## config.mk

```make
export PLATFORM = sky130hd
export DESIGN_NAME = imem_loader_flat
export DESIGN_NICKNAME = d
export VERILOG_FILES = /design/src/rtl/imem_loader_if.sv /design/src/rtl/imem_loader.sv /design/src/flat_wrapper.sv
export SDC_FILE = /design/constraint.sdc
export NUM_CORES = 1
export LEC_CHECK = 0
export CELL_PAD_IN_SITES_DETAIL_PLACEMENT = 0
export CELL_PAD_IN_SITES_GLOBAL_PLACEMENT = 2
export CORE_ASPECT_RATIO = 2
export CORE_MARGIN = 5
export CORE_UTILIZATION = 34
export CTS_CLUSTER_DIAMETER = 150
export DETAILED_ROUTE_END_ITERATION = 8
export PLACE_DENSITY_LB_ADDON = 0.1
export SLEW_MARGIN = 10
export SYNTH_ARGS = -nofsm -noshare
export SYNTH_HDL_FRONTEND = slang
export SYNTH_SLANG_ARGS = --single-unit
```

## constraint.sdc

```tcl
create_clock -name clk -period 4.95 [get_ports clk]
set_input_delay 0.7425 -clock clk [delete_from_list [all_inputs] [get_ports clk]]
set_output_delay 0.7425 -clock clk [all_outputs]
set_load 0.005 [all_outputs]
```

## src/rtl/imem_loader_if.sv

```systemverilog
// imem_loader_if: byte-stream input and instruction-memory write port of the loader.
interface imem_loader_if #(parameter int ADDR_WIDTH = 8);
  logic [7:0] i_byte;
  logic i_byte_valid;
  logic o_byte_ready;
  logic o_imem_we;
  logic [ADDR_WIDTH-1:0] o_imem_addr;
  logic [31:0] o_imem_data;
  modport master (input i_byte, i_byte_valid, output o_byte_ready, o_imem_we, o_imem_addr, o_imem_data);
  modport slave (output i_byte, i_byte_valid, input o_byte_ready, o_imem_we, o_imem_addr, o_imem_data);
endinterface

```

## src/rtl/imem_loader.sv

```systemverilog
// imem_loader: boot loader assembling big-endian words into instruction memory, then running the core to halt.
// LOADER_CHECKSUM_EN adds a trailing XOR checksum byte after the halt word.
module imem_loader #(
  parameter int ADDR_WIDTH = 8,
  parameter logic [31:0] HALT_WORD = 32'hFFFF_FFFF
) (
  input  logic clk,
  input  logic reset,
  imem_loader_if.master bus,
  output logic o_core_reset,
  input  logic i_core_halt,
  input  logic i_restart,
  output logic [2:0] o_state,
  output logic [ADDR_WIDTH:0] o_loaded_words,
  output logic [31:0] o_cycle_count,
  output logic o_overflow,
  output logic o_cksum_err
);
  typedef enum logic [2:0] {IDLE = 3'd0, LOAD = 3'd1, RUN = 3'd2, DONE = 3'd3, CHECK = 3'd4} state_t;
  state_t state_q, state_d;
  logic [1:0] lane_q, lane_d;
  logic [23:0] word_q, word_d;
  logic [ADDR_WIDTH:0] cnt_q, cnt_d;
  logic [31:0] cyc_q, cyc_d;
  logic core_rst_q, core_rst_d, ovf_q, ovf_d, err_q, err_d, we_q, we_d;
  logic [ADDR_WIDTH-1:0] addr_q, addr_d;
  logic [31:0] data_q, data_d;
  logic ready, take;
  logic [31:0] word;
`ifdef LOADER_CHECKSUM_EN
  logic [7:0] sum_q, sum_d;
`endif
  always_comb begin
    ready = (state_q == IDLE) || (state_q == LOAD) || (state_q == CHECK);
    take = ready && bus.i_byte_valid;
    word = {word_q, bus.i_byte};
    state_d = state_q;
    lane_d = lane_q;
    word_d = word_q;
    cnt_d = cnt_q;
    cyc_d = cyc_q;
    core_rst_d = core_rst_q;
    ovf_d = ovf_q;
    err_d = err_q;
    we_d = 1'b0;
    addr_d = addr_q;
    data_d = data_q;
`ifdef LOADER_CHECKSUM_EN
    sum_d = sum_q;
    if (take && state_q != CHECK) sum_d = sum_q ^ bus.i_byte;
    if (take && state_q == CHECK) begin
      state_d = (bus.i_byte == sum_q) ? RUN : DONE;
      err_d = bus.i_byte != sum_q;
    end
`endif
    if (take && state_q != CHECK) begin
      lane_d = lane_q + 2'd1;
      word_d = word[23:0];
      state_d = LOAD;
      if (lane_q == 2'd3) begin
        if (cnt_q[ADDR_WIDTH]) begin
          ovf_d = 1'b1;
          state_d = DONE;
        end else begin
          we_d = 1'b1;
          addr_d = cnt_q[ADDR_WIDTH-1:0];
          data_d = word;
          cnt_d = cnt_q + {{ADDR_WIDTH{1'b0}}, 1'b1};
`ifdef LOADER_CHECKSUM_EN
          if (word == HALT_WORD) state_d = CHECK;
`else
          if (word == HALT_WORD) state_d = RUN;
`endif
        end
      end
    end
    // the first RUN cycle overlaps the halt-word write, so the core leaves reset one edge later
    if (state_q == RUN) begin
      if (core_rst_q) core_rst_d = 1'b0;
      else if (i_core_halt) state_d = DONE;
      else if (cyc_q != 32'hFFFF_FFFF) cyc_d = cyc_q + 32'd1;
    end
    if (state_q == DONE && i_restart) begin
      state_d = IDLE;
      lane_d = 2'd0;
      cnt_d = '0;
      cyc_d = '0;
      core_rst_d = 1'b1;
      ovf_d = 1'b0;
      err_d = 1'b0;
`ifdef LOADER_CHECKSUM_EN
      sum_d = '0;
`endif
    end
  end
  always_ff @(posedge clk or negedge reset) begin
    if (!reset) begin
      state_q <= IDLE;
      lane_q <= '0;
      word_q <= '0;
      cnt_q <= '0;
      cyc_q <= '0;
      core_rst_q <= 1'b1;
      ovf_q <= 1'b0;
      err_q <= 1'b0;
      we_q <= 1'b0;
      addr_q <= '0;
      data_q <= '0;
`ifdef LOADER_CHECKSUM_EN
      sum_q <= '0;
`endif
    end else begin
      state_q <= state_d;
      lane_q <= lane_d;
      word_q <= word_d;
      cnt_q <= cnt_d;
      cyc_q <= cyc_d;
      core_rst_q <= core_rst_d;
      ovf_q <= ovf_d;
      err_q <= err_d;
      we_q <= we_d;
      addr_q <= addr_d;
      data_q <= data_d;
`ifdef LOADER_CHECKSUM_EN
      sum_q <= sum_d;
`endif
    end
  end
  assign bus.o_byte_ready = ready;
  assign bus.o_imem_we = we_q;
  assign bus.o_imem_addr = addr_q;
  assign bus.o_imem_data = data_q;
  assign o_core_reset = core_rst_q;
  assign o_state = state_q;
  assign o_loaded_words = cnt_q;
  assign o_cycle_count = cyc_q;
  assign o_overflow = ovf_q;
  assign o_cksum_err = err_q;
endmodule
```

## src/flat_wrapper.sv

```systemverilog
// flat-port wrapper written by rule: the top's interface ports become plain ports
module imem_loader_flat 
#(
  parameter int ADDR_WIDTH = 8,
  parameter logic [31:0] HALT_WORD = 32'hFFFF_FFFF
)
  (clk, reset, o_core_reset, i_core_halt, i_restart, o_state, o_loaded_words, o_cycle_count, o_overflow, o_cksum_err, bus_i_byte, bus_i_byte_valid, bus_o_byte_ready, bus_o_imem_we, bus_o_imem_addr, bus_o_imem_data);
  imem_loader_if #(.ADDR_WIDTH(ADDR_WIDTH)) bus_i ();
  input  logic clk;
  input  logic reset;
  output logic o_core_reset;
  input  logic i_core_halt;
  input  logic i_restart;
  output logic [2:0] o_state;
  output logic [ADDR_WIDTH:0] o_loaded_words;
  output logic [31:0] o_cycle_count;
  output logic o_overflow;
  output logic o_cksum_err;
  input wire logic [$bits(bus_i.i_byte)-1:0] bus_i_byte;
  input wire logic [$bits(bus_i.i_byte_valid)-1:0] bus_i_byte_valid;
  output wire logic [$bits(bus_i.o_byte_ready)-1:0] bus_o_byte_ready;
  output wire logic [$bits(bus_i.o_imem_we)-1:0] bus_o_imem_we;
  output wire logic [$bits(bus_i.o_imem_addr)-1:0] bus_o_imem_addr;
  output wire logic [$bits(bus_i.o_imem_data)-1:0] bus_o_imem_data;
  assign bus_i.i_byte = bus_i_byte;
  assign bus_i.i_byte_valid = bus_i_byte_valid;
  assign bus_o_byte_ready = bus_i.o_byte_ready;
  assign bus_o_imem_we = bus_i.o_imem_we;
  assign bus_o_imem_addr = bus_i.o_imem_addr;
  assign bus_o_imem_data = bus_i.o_imem_data;
  imem_loader #(.ADDR_WIDTH(ADDR_WIDTH), .HALT_WORD(HALT_WORD)) u_core (.clk(clk), .reset(reset), .bus(bus_i), .o_core_reset(o_core_reset), .i_core_halt(i_core_halt), .i_restart(i_restart), .o_state(o_state), .o_loaded_words(o_loaded_words), .o_cycle_count(o_cycle_count), .o_overflow(o_overflow), .o_cksum_err(o_cksum_err));
endmodule
```

==> results_dict.tcl, run 1 <==
set metrics [dict create \
    setup_violations 0 \
    fp.coreArea_um2 14700 \
    syn-mean-instance-area_um2 9.92 \
    clock-root-buffer "clkbuf_16" \
    cap_violations 0 \
    hold_buffers 0 \
    drive_above_1_share_pct 12.0 \
    worstMarginPinSlew_ps 934 \
    drtPass1Iterations 4 \
    stdcell_count 820 \
    drtIter0Drc 154 \
    cts_tree "yes" \
    synth_edf_count 0 \
    holdWs_ps 463 \
    clockBufferDepth 2 \
    h-tree-depth 4 \
    netlist_instances 508 \
    path_clk_slew_ps 60 \
    finalCritPeriodShare_pct 54.8 \
    final_antenna_net_count 0 \
    syn_area_um2 5040 \
    slew_headroom_pct 37.7 \
    crit_type "in2reg" \
    ys_seq_area_share_pct 56.1 \
    layout.nets 628 \
    core.rowCount 63 \
    grt_pass1_vias 4256 \
    startpoint_type "primary input" \
    status "completed" \
    io_pins 102 \
    cts_resized 0 \
    synth_flop_cell "dfrtp_1" \
    drc 0 \
    post-place-ws_ps 1770 \
    post_drt_via_cell_ratio 5.05 \
    end_kind "flip-flop" \
    layout_setup_ws_ps 2240 \
    drt-total-wl_um 14300 \
    grt_usage_pct 17.4 \
    timing.clock.skew_ps 9.78 \
    die_x_um 96.1 \
    gp_congestion 0.850 \
    drv_slew 0 \
    synth_fp_nets 524 \
    period_needed_ps 2710 \
    worstHoldPathType "in2async" \
    rrSetupSlack_ps 2500 \
    port_buffers 100 \
    insertion_delay_ps 410 \
    hold_viol_final 0 \
    grt_pass1_wl_um 23300 \
    ys_types 47 \
    dp_cells 788 \
    floorplan.initialDensity_pct 34.2 \
    areaGrowthSynthToFinish_pct 36.3 \
    ys_seq_elements 113 \
    crit_slowest_cell "or4_1" \
    critPathArrivalTime_ps 3040 \
    ys_warn_count 0 \
    die_area_um2 17500 \
    p_leak_uw 0.00299 \
    grt_start_max_net_pins 72 \
    crit_buf_inv 1 \
    max_stage_delay_ps 540 \
    cp_max_fo 21 \
    antenna_cells 0 \
    fp.dieH_um 182 \
    antenna_found_initial 0 \
    vias 4143 \
    hpwlAfterDp_um 10300 \
    gr-total-overflow 0 \
    fin_setup_tns_ps 0 \
    p_per_area_nw_per_um2 508 \
    postSynth.asyncResetShare_pct 100 \
    final_common_cell "nand2_1" \
    critical_path_required_ps 5280 \
    path_delay_family "simple AND/OR/NAND/NOR gates" \
    cts_made_buffers 17 \
    rsz0062_at_grt "no" \
    peakVddDrop_v 0.000290 \
    clock_sinks 113 \
    mostFrequentLayoutCells "nand2_1, dfrtp_1, clkdlybuf4s50_1" \
    routedWlPerCell_um 17.5 \
    cts_post_setup_buffers_inserted 0 \
    max_freq_mhz 369 \
    crit_chain "clkdlybuf4s50_1, nor4b_4, nand4_2, a31o_2, or4_1, a21oi_1" \
]
[synthesized netlist by cell type, drive strengths merged, types with 2 or more instances]
library cell,instances,area share [%]
dfrtp,112,56
inv,6,0.45
a2111oi,2,0.35
a21oi,23,2.3
nand2,143,11
nor4,9,1.1
o21a,4,0.60
mux2i,3,0.60
clkbuf,15,1.1
or3,8,0.99
and2,2,0.25
mux2,24,5.4
and4,2,0.35
or4,9,1.4
nand3b,2,0.30
nor3,4,0.40
ha,3,0.74
a31oi,6,0.74
o21ai,11,1.1
o31a,3,0.52
nand4,18,2.6
o31ai,7,1.0
buf,8,0.77
a41o,3,0.60
xnor2,9,1.6
xor2,4,0.70
a21o,2,0.30
nand3,22,2.3
nand2b,3,0.37
nor2,23,1.7
and3,7,0.87
[per-layer routing]
| metal | GRT usage [%] | vias to the layer above | part of all wire (%) |
|---|---|---|---|
| met1 | 19.3 | 2044 | 36 |
| li1 | - | 1991 | - |
| met2 | 31.8 | 90 | 58 |
| met3 | 3.38 | 18 | 3.9 |
| met4 | 6.61 | 0 | 1.9 |
| met5 | 0 | - | 0 |
[cell families (layout without fill, tap and decap cells)]
| group | count (synthesis) | count (layout) | synth area share [%] |
|---|---|---|---|
| and+or+nand+nor | 256 | 256 | 24.3 |
| xor gates and xnor gates | 13 | 13 | 2.26 |
| DFF | 113 | 113 | 56.1 |
| other | 1 | 1 | 0.0744 |
| buffers and inverters | 30 | 147 | 2.41 |
| adders and majority gates | 3 | 3 | 0.745 |
| AOI/OAI and AO/OA | 65 | 65 | 8.14 |
| muxes | 27 | 27 | 5.96 |
[worst paths after layout]
kind	start	to	cells past startpoint
min	reset	u_core.o_cycle_count[31]$_DFFE_PN0P_	1
max	i_core_halt	u_core.o_cycle_count[31]$_DFFE_PN0P_	6
max reg2reg	u_core.o_cycle_count[0]$_DFFE_PN0P_	u_core.o_cycle_count[30]$_DFFE_PN0P_	6
min in group clk	u_core.bus.o_imem_addr[7]$_DFFE_PN0P_	u_core.bus.o_imem_addr[7]$_DFFE_PN0P_	2
max in group asynchronous	reset	u_core.o_cycle_count[3]$_DFFE_PN0P_	2
min reg2reg	u_core.bus.o_imem_addr[7]$_DFFE_PN0P_	u_core.bus.o_imem_addr[7]$_DFFE_PN0P_	2
[cell type report]
class | count | area (um^2)
Clock buffer | 17 | 425
Clock inverter | 15 | 185
Fill cell | 1463 | 7870
Inverter | 7 | 26.3
Multi-Input combinational cell | 365 | 2100
Sequential cell | 113 | 2830
Tap cell | 195 | 244
Timing Repair Buffer | 108 | 1060
[registers in the layout, indices dropped and copies added, names as in the netlist]
| register | count |
|---|---|
| u_core.bus.o_imem_data | 32 |
| u_core.o_cycle_count | 32 |
| u_core.word_q | 24 |
| u_core.o_loaded_words | 9 |
| u_core.bus.o_imem_addr | 8 |
| u_core.o_state | 3 |
| u_core.lane_q | 2 |
| u_core.bus.o_imem_we | 1 |
| u_core.o_core_reset | 1 |
| u_core.o_overflow | 1 |
[stage by stage]
stage / total power (uW) / area [um^2] / util [%]
2_1_floorplan: 1740 / 5040 / -
5_1_grt: 3710 / 6870 / 46.6
4_1_cts: 3550 / 6870 / 46.6
6_report: 3490 / 6870 / 46.6
3_3_place_gp: 2260 / 6260 / 42.4
3_5_place_dp: 2270 / 6260 / 42.4
[power by group]
part | switching (uW) | total [uW] | internal (uW)
combinational | 349 | 821 | 472
clock | 461 | 1260 | 797
sequential | 226 | 1410 | 1180
total | 1040 | 3490 | 2450
Note: power is estimated with default switching activity, not from simulation.
==> inputs of run 2 (changes only) <==
--- a/config.mk
+++ b/config.mk
@@ -9,7 +9,7 @@
 export CELL_PAD_IN_SITES_GLOBAL_PLACEMENT = 2
 export CORE_ASPECT_RATIO = 2
 export CORE_MARGIN = 5
-export CORE_UTILIZATION = 34
+export CORE_UTILIZATION = 32
 export CTS_CLUSTER_DIAMETER = 150
 export DETAILED_ROUTE_END_ITERATION = 8
 export PLACE_DENSITY_LB_ADDON = 0.1
==> constraint.sdc (replaced) <==
create_clock -name clk -period 2.7 [get_ports clk]
set_input_delay 0.405 -clock clk [delete_from_list [all_inputs] [get_ports clk]]
set_output_delay 0.405 -clock clk [all_outputs]
set_load 0.005 [all_outputs]
==> run 2 against run 1 <==
Effect of this change:
- clock power up 70%
- largest cell class unchanged
- combinational power up 85%
- routed wire length down 5.6%
- via count down 2.0%
==> results_dict.tcl, run 2 (synthesis results as in run 1) <==
set metrics [dict create \
    status "completed" \
    critPathArrivalTime_ps 2700 \
    die_area_um2 18500 \
    final_core_util_pct 44.5 \
    post_drt_via_cell_ratio 4.84 \
    gr-total-overflow 0 \
    slew_headroom_pct 50.0 \
    rrSetupSlack_ps 330 \
    crit_path_start "u_core.o_cycle_count[0]$_DFFE_PN0P_" \
    routedWlPerCell_um 16.1 \
    grt_start_max_net_pins 73 \
    final_common_cell "nand2_1" \
    cts_resized 0 \
    insertion_delay_ps 410 \
    clock_sinks 113 \
    grt_pass1_wl_um 22500 \
    drtPass1Iterations 5 \
    fin_setup_tns_ps 0 \
    drv_slew 0 \
    drive_above_1_share_pct 13.3 \
    io_pins 102 \
    setup_violations 0 \
    layout.nets 641 \
    hpwlAfterDp_um 9250 \
    nFillCells 1590 \
    hold_viol_final 0 \
    fp.dieH_um 187 \
    grt_pass1_vias 4160 \
    p_per_area_nw_per_um2 895 \
    drc 0 \
    grt_usage_pct 15.2 \
    max_freq_mhz 422 \
    drtIter0Drc 154 \
    areaGrowthSynthToFinish_pct 37.7 \
    p_leak_uw 0.00303 \
    clockBufferDepth 2 \
    cts_made_buffers 17 \
    regToRegEndpoint "u_core.o_cycle_count[30]$_DFFE_PN0P_" \
    core.rowCount 65 \
    final_antenna_net_count 0 \
    reg2reg_depth 6 \
    vias 4062 \
    port_buffers 100 \
    end_kind "flip-flop" \
    die_x_um 98.7 \
    rsz0062_at_grt "no" \
    cp_max_fo 6 \
    worstHoldPathType "reg2reg" \
    antenna_found_initial 0 \
    endpoint "u_core.o_cycle_count[30]$_DFFE_PN0P_" \
    fp.coreArea_um2 15600 \
    period_needed_ps 2370 \
    cts_tree "yes" \
    timing.clock.skew_ps 9.32 \
    antenna_cells 0 \
    path_clk_slew_ps 60 \
    startpoint_type "flip-flop" \
    h-tree-depth 4 \
    clock-root-buffer "clkbuf_16" \
    peakVddDrop_v 0.000477 \
    hold_buffers 1 \
    critical_path_required_ps 3030 \
    gp_congestion 0.749 \
    cap_violations 0 \
    mostFrequentLayoutCells "nand2_1, dfrtp_1, clkdlybuf4s50_1" \
    drt-total-wl_um 13500 \
    cts_post_setup_buffers_inserted 0 \
    total_power_uw 6210 \
    floorplan.initialDensity_pct 32.3 \
    crit_type "reg2reg" \
    finalCritPeriodShare_pct 87.7 \
    r2r_start "u_core.o_cycle_count[0]$_DFFE_PN0P_" \
    worstMarginPinSlew_ps 745 \
]
## run 2: changes by cell type in the layout (fill, tap and decap cells not counted), sizes merged
| cell | before | now |
|---|---|---|
| inv | 8 | 9 |
| clkinvlp | 2 | 3 |
| clkbuf | 17 | 19 |
| dlygate4sd3 | 0 | 1 |
| bufinv | 3 | 1 |
| clkinv | 9 | 7 |
| buf | 9 | 21 |
## run 2: worst min path at each step
stage	start	to	slack (ps)	cells past startpoint
finish	u_core.bus.o_imem_data[3]$_DFFE_PN0P_	u_core.bus.o_imem_data[3]$_DFFE_PN0P_	470	2
global placement	reset	u_core.bus.o_imem_data[2]$_DFFE_PN0P_	400	1
detailed placement	reset	u_core.bus.o_imem_data[2]$_DFFE_PN0P_	400	1
global route	u_core.bus.o_imem_data[29]$_DFFE_PN0P_	u_core.bus.o_imem_data[29]$_DFFE_PN0P_	490	2
CTS	u_core.bus.o_imem_data[3]$_DFFE_PN0P_	u_core.bus.o_imem_data[3]$_DFFE_PN0P_	480	2
floorplan	reset	u_core.bus.o_imem_addr[0]$_DFFE_PN0P_	110	0
## run 2: power by group
group / internal [uW] / switching (uW) / total [uW] / leakage (uW)
logic: 883 / 636 / 1520 / 0.00130
clock network: 1280 / 856 / 2140 / 0.000265
registers: 2160 / 393 / 2560 / 0.00146
## run 2: layout make-up
class,count,area (um^2),share of cell area (%)
clock buffer,19,433,6.24
tap,201,251,3.62
timing repair buffer,121,1170,16.9
sequential,113,2830,40.8
clock inverter,13,131,1.89
inverter,7,26.3,0.379
multi-input combinational,365,2100,30.2
## run 2: metrics by stage
step / instances / area (um^2) / hold WS [ps] / setup slack (ps)
2_1_floorplan: 508 / 5040 / 109 / 476
3_3_place_gp: 806 / 6370 / 400 / 106
3_5_place_dp: 806 / 6370 / 399 / 57.6
4_1_cts: 839 / 6940 / 478 / 317
5_1_grt: 839 / 6940 / 490 / 203
6_report: 839 / 6940 / 469 / 333
## run 2: metal layers
layer / up-vias / global-route usage [%] / routed length (um)
li1: 2010 / - / -
met1: 1957 / 20.6 / 6360
met2: 79 / 23.2 / 6370
met3: 16 / 4.22 / 599
met4: 0 / 5.84 / 209
met5: - / 0 / 0
## run 2: worst max-delay path, stage by stage (launching register included)
cell and delay (ps):
dfrtp_1 440, ha_1 250, nand4_2 130, or3_1 430, or4_4 570, or3_1 330, a21oi_1 140
==> inputs of run 3 (changes only) <==
--- a/config.mk
+++ b/config.mk
@@ -17,3 +17,4 @@
 export SYNTH_ARGS = -nofsm -noshare
 export SYNTH_HDL_FRONTEND = slang
 export SYNTH_SLANG_ARGS = --single-unit
+export TNS_END_PERCENT = 100
==> results of run 3 <==
Final layout, timing and power as in run 2 (identical DEF).
